<file path="src/rtl/presc_updown_counter.sv">
// ============================================================================
// Module   : presc_updown_counter
// Purpose  : Single-clock modulo 0..sup up/down counter with prescaler, load,
//            and carry/borrow/tick pulses for cascaded display/timing chains.
// Revision : 1.0 - initial release
// ============================================================================
`default_nettype none

module presc_updown_counter #(
  parameter int WIDTH       = 32,
  parameter int PRESC_WIDTH = 32
) (
  input  logic                   clk,
  input  logic                   reset,
  input  logic                   enable,
  input  logic                   up_down,
  input  logic                   load,
  input  logic [WIDTH-1:0]       load_value,
  input  logic [WIDTH-1:0]       sup,
  input  logic [PRESC_WIDTH-1:0] duration,
  output logic [WIDTH-1:0]       number,
  output logic                   carry,
  output logic                   borrow,
  output logic                   tick
);

  localparam logic [PRESC_WIDTH-1:0] c_PRESC_ONE = PRESC_WIDTH'(1);
  localparam logic [WIDTH-1:0]       c_NUM_ONE   = WIDTH'(1);

  logic [PRESC_WIDTH-1:0] r_presc;
  logic                   w_step;
  logic [WIDTH-1:0]       w_load_clamped;

  // >= rather than == so a duration lowered below r_presc steps at once
  assign w_step         = enable && (r_presc >= duration);
  assign w_load_clamped = (load_value > sup) ? sup : load_value;

  always_ff @(posedge clk) begin
    if (reset) begin
      number  <= '0;
      carry   <= 1'b0;
      borrow  <= 1'b0;
      tick    <= 1'b0;
      r_presc <= '0;
    end else if (load) begin
      number  <= w_load_clamped;
      carry   <= 1'b0;
      borrow  <= 1'b0;
      tick    <= 1'b0;
      r_presc <= '0;
    end else begin
      carry  <= 1'b0;
      borrow <= 1'b0;
      tick   <= w_step;
      if (enable) begin
        r_presc <= w_step ? '0 : (r_presc + c_PRESC_ONE);
      end
      if (w_step) begin
        if (up_down) begin
          if (number >= sup) begin
            number <= '0;
            carry  <= 1'b1;
          end else begin
            number <= number + c_NUM_ONE;
          end
        end else begin
          if (number == '0) begin
            number <= sup;
            borrow <= 1'b1;
          end else if (number > sup) begin
            // Out-of-range count after sup was lowered: snap to sup silently
            number <= sup;
          end else begin
            number <= number - c_NUM_ONE;
          end
        end
      end
    end
  end

endmodule

`default_nettype wire
</file>
<file path="config.mk">
export PLATFORM = sky130hd
export DESIGN_NAME = presc_updown_counter
export DESIGN_NICKNAME = d
export VERILOG_FILES = /design/src/rtl/presc_updown_counter.sv
export SDC_FILE = /design/constraint.sdc
export NUM_CORES = 1
export LEC_CHECK = 0
export CAP_MARGIN = 30
export CORE_MARGIN = 5
export CORE_UTILIZATION = 30
export CTS_CLUSTER_SIZE = 10
export DETAILED_ROUTE_END_ITERATION = 8
export GPL_ROUTABILITY_DRIVEN = 0
export HOLD_SLACK_MARGIN = 0.03
export PLACE_DENSITY = 0.52
export RECOVER_POWER = 25
export SLEW_MARGIN = 40
export SYNTH_ARGS = -nofsm -noshare
export SYNTH_HDL_FRONTEND = slang
export SYNTH_SLANG_ARGS = --single-unit
</file>
<file path="constraint.sdc">
create_clock -name clk -period 5.06 [get_ports clk]
set_input_delay 1.518 -clock clk [delete_from_list [all_inputs] [get_ports clk]]
set_output_delay 1.518 -clock clk [all_outputs]
set_load 0.02 [all_outputs]
</file>
; Yosys cells after proc, flatten, opt, wreduce, memory -nomap -nowiden
; Cells that the tools add are included.
[op_classes]
muxes = 10
order_cmp = 4
addsub = 3
reduce_logical = 6
n_bitwise = 2
[op_table]
columns = operator, n
row1 = 32-bit two-way mux, 8
row2 = "32-bit by 1-bit adder with 32-bit output, second input constant", 2
row3 = 32-bit >= comparator, 2
row4 = 32-bit > comparator, 2
row5 = 32-bit zero test, 1
row6 = "32-bit by 1-bit subtractor with 32-bit output, second input constant", 1
row7 = 4-bit OR reduction, 2
row8 = 1-bit two-way mux, 2
row9 = 1-bit inverter, 2
row10 = 2-bit nonzero test, 1
row11 = 2-bit OR reduction, 1
row12 = 1-bit logical AND, 1
[totals]
output_inout_bits = 35
ff_bits = 67
inputBits = 101
elab_cells = 30

; Depth between registers and ports, before layout
; Gate-level depths: netlist (run 1).
[depth]
word_depth = 6
ltp_mapped = 13
depth_no_buf = 11

; Worst setup path before layout (run 1)
; Ideal clock, no wire load.
[synth_path]
path_kind = input to register
start = input duration[5]
end = register number[19]
path_buffers = 1
required_ns = 4.990
setup_time_ns = 0.070
setup_slack_ns = 1.021
stages = 12
t_arrival_ns = 3.969
path_cell_list = inv_1 > ha_1 > a2111oi_0 > nor3_1 > a211oi_1 > o31ai_1 > a31oi_1 > and2_0 > clkbuf_1 > a21oi_1 > a21o_1 > a21oi_1
[synth_between]
elab_chain_len = 3
[synth_rtl]
columns = element, line_no
row1 = from (decl), 20  ; input logic [PRESC_WIDTH-1:0] duration,
row2 = 32-bit >= comparator, 35  ; assign w_step = enable && (r_presc >= duration);
row3 = 1-bit logical AND, 35
row4 = 2-bit nonzero test (no line), -
row5 = to (signal assigned), 46  ; number <= w_load_clamped;
row6 = to (signal assigned), 64  ; number <= number + c_NUM_ONE;
row7 = to (signal assigned), 68  ; number <= sup;
row8 = to (decl), 21  ; output logic [WIDTH-1:0] number,
; No other way between the ends.
; A chain may end at the register's enable or synchronous reset.

; Worst setup path in the final report (run 1)
[layout_path]
start = input sup[30]
end = register number[1]
[layout_between]
elab_chain_len = 6
elab_cells_between_ends = 10
classes_between = 3 x order compare / 7 x mux
[layout_rtl]
columns = element, line_no
row1 = from (decl), 19  ; input logic [WIDTH-1:0] sup,
row2 = 32-bit > comparator, 70  ; end else if (number > sup) begin
row3 = 32-bit two-way mux, 70
row4 = 32-bit two-way mux, 67  ; if (number == '0) begin
row5 = 32-bit two-way mux, 59  ; if (up_down) begin
row6 = 32-bit two-way mux, 58  ; if (w_step) begin
row7 = 32-bit two-way mux *, 45  ; end else if (load) begin
; Every way passes the cells marked *; elsewhere a longest branch is shown, timed or not. The select of a mux whose other input is x is not followed.

==> out/summary.log, run 1 <==
[synth] Warnings, synthesis 0
[sta] slew at the pin closest to its max-slew limit 0.624 ns
[synth] most instantiated library cell after synthesis sky130_fd_sc_hd__ha_1
[die] die height 167 um
[synth] most area-consuming cells after synthesis sky130_fd_sc_hd__dfxtp_1 (18%), sky130_fd_sc_hd__ha_1 (17%), sky130_fd_sc_hd__mux2i_1 (4.7%)
[final_layout] non-filler cells, final 1431
[synth] area of the mapped netlist 0.00741 sq mm
[pwr] power density cells 205 mW/mm^2
[critical_path] Critical Path Slowest Stage Cell sky130_fd_sc_hd__a2111oi_0
[pwr] static leakage power 0.00407 uW
[sta] number of hold violations in the final report 0
[cts] number of H-tree levels 3
[cts] clock insertion delay at the later pin of the skew report 0.36 ns
[synth] register area share after synthesis 18.1%
[critical_path] crit path launch type primary input
[global_route] GRT busiest layer met2
[global_route] vias in the first global route 7594
[cts] CTS max path bufs 2
[final_layout] fraction of final layout cells sized beyond drive strength 1 7.14%
[global_route] number of antenna violations at the first check in global routing 1
[die] initial core utilization 30.5%
[critical_path] critical path arrival 5.13 ns
[cts] hold buffer count at cts 0
[synth] largest family of logic cells by synthesized area simple AND/OR/NAND/NOR gates
[critical_path] reg-to-reg setup timing slack 1.42 ns
[final_layout] signed area change from the synthesized netlist to the final layout 28.7%
[hold_path] Worst Hold Launch r_presc[31]
[global_route] leftover overflow at the end of global routing 0
[critical_path] Critical Path Stages 13
[synth] library cells used by synthesis 73
[detailed_routing] residual DRC count 0
[sta] Total Neg Setup Slack 0 ns
[place] quantity of I/O buffers inserted on ports 135
[synth] Synth area leader sky130_fd_sc_hd__dfxtp_1
[critical_path] Largest stage delay, worst path 0.61 ns
[synth] top post-synthesis cells by count sky130_fd_sc_hd__ha_1 (100), sky130_fd_sc_hd__nor2_1 (92), sky130_fd_sc_hd__inv_1 (78)
[critical_path] cell family with most CP delay simple AND/OR/NAND/NOR gates
[sta] total count of max-transition violations in the final report 0
[die] number of placed I/O pins 136
[global_route] GR met1 Demand/Resource 23.7%
[synth] share of async-settable or async-resettable flops after synthesis 0%
[sta] worst-case clock skew 0.00855 ns
[die] die area 0.0279 sq mm
[critical_path] Req. time, crit path 5.26 ns
[synth] xor/xnor share of the synthesized area 7.92%
[synth] fraction of the mapped netlist area in adder cells 16.9%
[critical_path] classification of the worst setup path primary input to flip-flop
[detailed_routing] via count of the routed design 7680
[pwr] worst-case vdd ir drop 0.139 mV
[critical_path] CP Buf/Inv Count 4
[global_route] global-route total usage across every layer 18.5%
[sta] normalized max-slew margin 57.3%
[detailed_routing] First DRT Iteration DRCs 651
[synth] fraction of synthesized cell area taken by the top area cell type 18.1%
[critical_path] endpoint class of the critical path flip-flop
[synth] Synth Area in Simple Gates 22.3%
[detailed_routing] iteration count of the initial detailed-routing pass 5
[sta] part of the cycle the worst path needs 97.3%
[global_route] M2 GR Usage 31.0%
[sta] highest clock rate 203 MHz
[final_layout] layout net count 1302
[hold_path] worst hold stages 2
[critical_path] cell count of the worst reg-to-reg path 11
[critical_path] reg-to-reg critical path endpoint number[1]
[job] Max Cap Violations 0
[hold_path] endpoint of the worst hold path r_presc[31]
[cts] CTS tree yes
[sta] setup repair after global routing missed its margin false
[global_route] GRT met3 Usage 4.34%
[global_route] wire length of the first global-routing pass 41.9 mm
[synth] share of the synthesized area in compound gates (AO/OA/AOI/OAI) 22.1%
[detailed_routing] routed wirelength normalized by instance count 18.5 um
[final_layout] total area of multi-input combinational cells 0.00555 sq mm
[synth] Avg Inst Size Synth 7.61 sq um
[cts] number of buffers inserted to repair setup after CTS 0
[sta] smallest hold slack 0.495 ns
[final_layout] area used by sequential logic in the layout 0.00134 sq mm
[synth] total nets after synthesis 1175
[detailed_routing] Final ANT Viol Nets 0
[cts] cts bufs inserted 9
[cts] PostCTS Resize Cnt 0
[die] Row Count 57
[sta] post-layout minimum cycle time 4.92 ns
[die] die boundary width 167 um
[cts] clock tree root driver cell sky130_fd_sc_hd__clkbuf_16
[cts] Clock Pin Slew Worst Setup and Hold Paths 0.07 ns
[final_layout] fillcell total 2516
[cts] clock sinks 67
[detailed_routing] ratio of routed vias to standard cells 5.37
[run_status] outcome complete, no violations
[synth] #FFs+latches synth 67
[synth] dominant register cell in the synthesized netlist sky130_fd_sc_hd__dfxtp_1
[synth] gate count of the mapped netlist 974
[hold_path] type of the worst min-delay path flip-flop to flip-flop
[detailed_routing] post-detailed-routing wire length 26.5 mm
[place] post-placement cell count 1414
[synth] EDFF count, synth 0
[global_route] maximum number of pins on one net before global-route repair 48
[critical_path] critical path, cell by cell clkdlybuf4s50_1, inv_1, ha_1, nand4_1, nor4_1, buf_4, nand2_1, and2_0, nor3_4, buf_12, nor3_1, a2111oi_0, a221oi_1
[sta] final setup violation count 0
[synth] multiplexer share of the synthesized area 5.49%
[place] placed wire-length estimate 20.6 mm
[critical_path] largest fanout of any net on the critical path 15
[critical_path] start of the worst register-to-register path number[31]
[die] Core Area 0.0243 sq mm
-- state kept, by name, indices dropped and copies added, names as in the netlist --
signal	count
number	32
carry	1
borrow	1
r_presc	32
tick	1
-- worst register-to-register path, delay by kind of cell (launching register included) --
family                   cells  cell delay [ns]
AND/OR/NAND/NOR              6             1.48
flip-flops                   1             0.45
AO/OA/AOI/OAI                2             0.76
adder cells (fa/ha/maj)      1             0.39
buffers and inverters        2             0.42
-- power breakdown --
| group | total (uW) | switching, uW | internal [uW] |
|---|---|---|---|
| registers | 619 | 68.5 | 550 |
| logic | 706 | 378 | 328 |
| clock network | 626 | 288 | 337 |
-- cells by family (layout without fill, tap and decap cells) --
| kind of cell | after synthesis | in the layout |
|---|---|---|
| AOI/OAI and AO/OA | 239 | 239 |
| xor gates and xnor gates | 67 | 67 |
| adders and majority gates | 100 | 100 |
| buffers and inverters | 134 | 266 |
| DFF | 67 | 67 |
| muxes | 40 | 40 |
| other | 0 | 1 |
| and+or+nand+nor | 327 | 327 |
-- cells in the final DEF, fill, tap and decap left out, drive strengths merged, types with 5 or more instances in the layout --
master,n
a2111oi,9
a211o,6
a211oi,13
a21o,11
a21oi,68
a221oi,14
a31oi,11
and2,7
and3,13
buf,39
clkbuf,10
clkdlybuf4s50,108
dfxtp,67
dlygate4sd3,25
ha,100
inv,80
mux2,5
mux2i,35
nand2,65
nand3,34
nand4,36
nor2,92
nor2b,5
nor3,28
nor4,15
o211ai,10
o21a,6
o21ai,44
o31ai,7
or3,10
or4,8
xnor2,34
xor2,33
-- worst max-delay path by stage --
stage                     start         end  slack [ns]
floorplan           duration[5]  number[19]        1.02
global placement        sup[30]   number[1]       -0.14
detailed placement      sup[30]   number[1]       -0.13
finish                  sup[30]   number[1]        0.14
CTS                     sup[30]   number[1]        0.24
global route            sup[19]   number[1]       0.008
-- stage by stage --
| stage | util, % | area, sq um | power [uW] | setup slack (ns) |
|---|---|---|---|---|
| floorplan | - | 7410 | 1030 | 1.02 |
| global placement | 38.0 | 9250 | 1340 | -0.144 |
| detailed placement | 38.1 | 9250 | 1340 | -0.128 |
| CTS | 39.2 | 9530 | 1970 | 0.243 |
| global route | 39.2 | 9530 | 2060 | 0.00835 |
| finish | 39.2 | 9540 | 1950 | 0.136 |
-- routing by layer --
metal,vias to the layer above,wire [um]
met5,-,20
met2,258,12500
met1,3553,11800
met3,48,1520
met4,2,634
li1,3819,-
-- final cells by class --
class | instances | share of cell area (%)
antenna | 1 | 0.0262
tap | 324 | 4.25
clock inverter | 6 | 0.525
timing repair buffer | 172 | 17.5
clock buffer | 10 | 2.40
multi-input combinational | 773 | 58.2
inverter | 78 | 3.07
sequential | 67 | 14.1
Note: power is estimated with default switching activity, not from simulation.
==> inputs of run 2 (changes only) <==
--- a/config.mk
+++ b/config.mk
@@ -5,6 +5,7 @@
 export SDC_FILE = /design/constraint.sdc
 export NUM_CORES = 1
 export LEC_CHECK = 0
+export ABC_AREA = 1
 export CAP_MARGIN = 30
 export CORE_MARGIN = 5
 export CORE_UTILIZATION = 30
@@ -12,7 +13,7 @@
 export DETAILED_ROUTE_END_ITERATION = 8
 export GPL_ROUTABILITY_DRIVEN = 0
 export HOLD_SLACK_MARGIN = 0.03
-export PLACE_DENSITY = 0.52
+export PLACE_DENSITY = 0.51
 export RECOVER_POWER = 25
 export SLEW_MARGIN = 40
 export SYNTH_ARGS = -nofsm -noshare
==> out/summary.log, run 2 <==
[run_status] outcome complete, no violations
[synth] top post-synthesis cells by count sky130_fd_sc_hd__nand2_1 (337), sky130_fd_sc_hd__inv_1 (180), sky130_fd_sc_hd__nor2_1 (178)
[final_layout] most common cell after layout, fill and taps aside sky130_fd_sc_hd__nand2_1
[detailed_routing] ratio of routed vias to standard cells 4.98 [-7.2%]
[pwr] Int Power 1250 uW [+2.9%]
[global_route] vias in the first global route 9084 [+20%]
[critical_path] classification of the worst setup path primary input to flip-flop
[pwr] net switching share of the total power 40.2% [+2.6 points]
[final_layout] fraction of final layout cells sized beyond drive strength 1 4.52% [-2.6 points]
[final_layout] signed area change from the synthesized netlist to the final layout 23.9%
[sta] worst-case clock skew 0.0151 ns [+0.00657 ns]
[die] die boundary width 177 um [+6.0%]
[synth] dominant register cell in the synthesized netlist sky130_fd_sc_hd__dfxtp_1
[critical_path] reg-to-reg setup timing slack 1.83 ns [+0.41 ns]
[cts] number of buffers inserted to repair setup after CTS 0 [unchanged]
[cts] CTS tree yes
[pwr] static leakage power 0.00485 uW [+19%]
[detailed_routing] Final ANT Viol Nets 0 [unchanged]
[global_route] maximum number of pins on one net before global-route repair 38 [-21%]
[synth] share of async-settable or async-resettable flops after synthesis 0% [unchanged]
[critical_path] endpoint class of the critical path flip-flop
[final_layout] layout net count 1723 [+32%]
[pwr] part of the total power dissipated in sequential elements 29.9% [-1.8 points]
[synth] EDFF count, synth 0 [unchanged]
[detailed_routing] routed wirelength normalized by instance count 17.1 um [-7.9%]
[sta] slew at the pin closest to its max-slew limit 0.749 ns [+0.125 ns]
[synth] fraction of synthesized cell area taken by the top area cell type 16.0% [-2.1 points]
[pwr] share of power burned in the clock network 32.5% [+0.4 points]
[final_layout] fillcell total 3063 [+22%]
[hold_path] type of the worst min-delay path flip-flop to flip-flop
[cts] clock tree root driver cell sky130_fd_sc_hd__clkbuf_16
[synth] Avg Inst Size Synth 5.91 sq um [-22%]
[die] Row Count 61 [+7.0%]
[detailed_routing] First DRT Iteration DRCs 757 [+16%]
[cts] clock insertion delay at the later pin of the skew report 0.35 ns [about the same]
[detailed_routing] via count of the routed design 9488 [+24%]
[sta] post-layout minimum cycle time 4.25 ns [-0.670 ns]
[cts] cts bufs inserted 9 [unchanged]
[global_route] leftover overflow at the end of global routing 0 [unchanged]
[cts] clock sinks 67 [unchanged]
[global_route] number of antenna violations at the first check in global routing 0 [-1]
[sta] smallest hold slack 0.491 ns [-0.00355 ns]
[sta] normalized max-slew margin 50.0% [-7.3 points]
[pwr] combinational group share of total power 37.6% [+1.4 points]
[place] placed wire-length estimate 26.1 mm [+27%]
[sta] part of the cycle the worst path needs 84.1% [-13 points]
[synth] register area share after synthesis 16.0% [-2.1 points]
[sta] total count of max-transition violations in the final report 0 [unchanged]
[critical_path] critical path arrival 4.48 ns [-0.65 ns]
[final_layout] commonest cells after routing, fill and taps aside sky130_fd_sc_hd__nand2_1 (337), sky130_fd_sc_hd__inv_1 (179), sky130_fd_sc_hd__nor2_1 (178)
[detailed_routing] residual DRC count 0 [unchanged]
[final_layout] total area of multi-input combinational cells 0.00608 sq mm [+9.6%]
[final_layout] registers with the most flip-flops number (32), r_presc (32)
[synth] area of the mapped netlist 0.00838 sq mm [+13%]
[detailed_routing] post-detailed-routing wire length 32.5 mm [+23%]
[synth] Warnings, synthesis 0 [unchanged]
[sta] highest clock rate 235 MHz [+16%]
[critical_path] Req. time, crit path 5.29 ns [+0.03 ns]
[die] die area 0.0314 sq mm [+12%]
[synth] total nets after synthesis 1618 [+38%]
[critical_path] crit path launch type primary input
[synth] Synth area leader sky130_fd_sc_hd__dfxtp_1
[global_route] wire length of the first global-routing pass 51.3 mm [+22%]
[synth] #FFs+latches synth 67 [unchanged]
[cts] Clock Pin Slew Worst Setup and Hold Paths 0.07 ns [about the same]
[cts] number of H-tree levels 3 [unchanged]
[die] die height 177 um [+6.0%]
[critical_path] largest fanout of any net on the critical path 35 [+20]
[final_layout] area used by sequential logic in the layout 0.00134 sq mm [unchanged]
[cts] PostCTS Resize Cnt 0 [unchanged]
[detailed_routing] iteration count of the initial detailed-routing pass 6 [+1]
[pwr] power density cells 202 mW/mm^2 [-1.5%]
[die] number of placed I/O pins 136 [unchanged]
[die] initial core utilization 30.2% [-0.21 points]
[sta] Total Neg Setup Slack 0 ns [unchanged]
[synth] library cells used by synthesis 45 [-38%]
[pwr] NetSw 842 uW [+15%]
[die] Core Area 0.0277 sq mm [+14%]
[sta] number of hold violations in the final report 0 [unchanged]
[synth] most instantiated library cell after synthesis sky130_fd_sc_hd__nand2_1
[global_route] global-route total usage across every layer 20.6% [+2.1 points]
[cts] hold buffer count at cts 0 [unchanged]
[job] Max Cap Violations 0 [unchanged]
[synth] gate count of the mapped netlist 1417 [+45%]
[final_layout] diodes inserted 0 [-1]
[sta] final setup violation count 0 [unchanged]
[synth] most area-consuming cells after synthesis sky130_fd_sc_hd__dfxtp_1 (16%), sky130_fd_sc_hd__nand2_1 (15%), sky130_fd_sc_hd__ha_1 (15%)
[sta] setup repair after global routing missed its margin false
[place] quantity of I/O buffers inserted on ports 135 [unchanged]
[pwr] worst-case vdd ir drop 0.172 mV [+24%]
[cts] CTS max path bufs 2 [unchanged]
==> run 2: kinds of logic after synthesis <==
group	count (synthesis)	synth area share, %
xor gates and xnor gates	59	6.17
and+or+nand+nor	799	42.3
buffers and inverters	246	11.5
DFF	67	16.0
AOI/OAI and AO/OA	146	9.14
adders and majority gates	100	14.9
==> run 2: area by class of cell <==
type                    count  share of cell area, %
well taps                 378                   4.55
clock inverters             7                  0.783
clock buffers               9                   2.17
repair buffers            148                   14.1
inverters                 192                   6.94
multi-input cells        1104                   58.5
flip-flops and latches     67                   12.9
==> run 2: routing by layer <==
metal	routed length (um)	GRT usage [%]	up-vias
met3	1990	2.54	31
li1	-	-	4816
met2	14800	33.7	296
met4	523	4.61	0
met1	15200	29.1	4345
met5	0	0	-
==> run 2: worst max-delay path, cell delays in order <==
cell	delay, ns
sky130_fd_sc_hd__clkdlybuf4s50_1	0.56
sky130_fd_sc_hd__inv_1	0.12
sky130_fd_sc_hd__ha_1	0.29
sky130_fd_sc_hd__nand2_1	0.06
sky130_fd_sc_hd__nor2_1	0.14
sky130_fd_sc_hd__nand4_1	0.16
sky130_fd_sc_hd__nor2_1	0.29
sky130_fd_sc_hd__nand2_1	0.12
sky130_fd_sc_hd__buf_4	0.20
sky130_fd_sc_hd__nand2_2	0.11
sky130_fd_sc_hd__nand2_4	0.26
sky130_fd_sc_hd__inv_2	0.21
sky130_fd_sc_hd__nand2_1	0.07
sky130_fd_sc_hd__o21ai_1	0.08
sky130_fd_sc_hd__nand2_1	0.06
sky130_fd_sc_hd__nand2_1	0.13
sky130_fd_sc_hd__a21oi_1	0.09
==> run 2: worst paths after layout <==
path	from	endpoint	depth (start not counted)
setup / recovery	sup[6]	number[12]	17
hold / removal	r_presc[0]	r_presc[0]	2
setup reg to reg	number[0]	number[26]	13
hold reg to reg	r_presc[0]	r_presc[0]	2
==> run 2: power by group through the flow <==
stage	sequential, uW	clock [uW]	combinational [uW]
after floorplan	614	0	492
after global routing	629	710	882
after detailed placement	635	0	784
after global placement	637	0	785
final	625	680	788
after CTS	624	691	788
==> run 2: stage by stage <==
step	power, uW	worst slack, ns	instances	area (sq um)	utilization [%]
2_1_floorplan	1110	1.70	1417	8380	-
6_report	2090	0.806	1905	10400	37.5
3_3_place_gp	1420	0.483	1889	10100	36.4
5_1_grt	2220	0.625	1905	10400	37.5
4_1_cts	2100	0.876	1905	10400	37.5
3_5_place_dp	1420	0.512	1889	10100	36.4
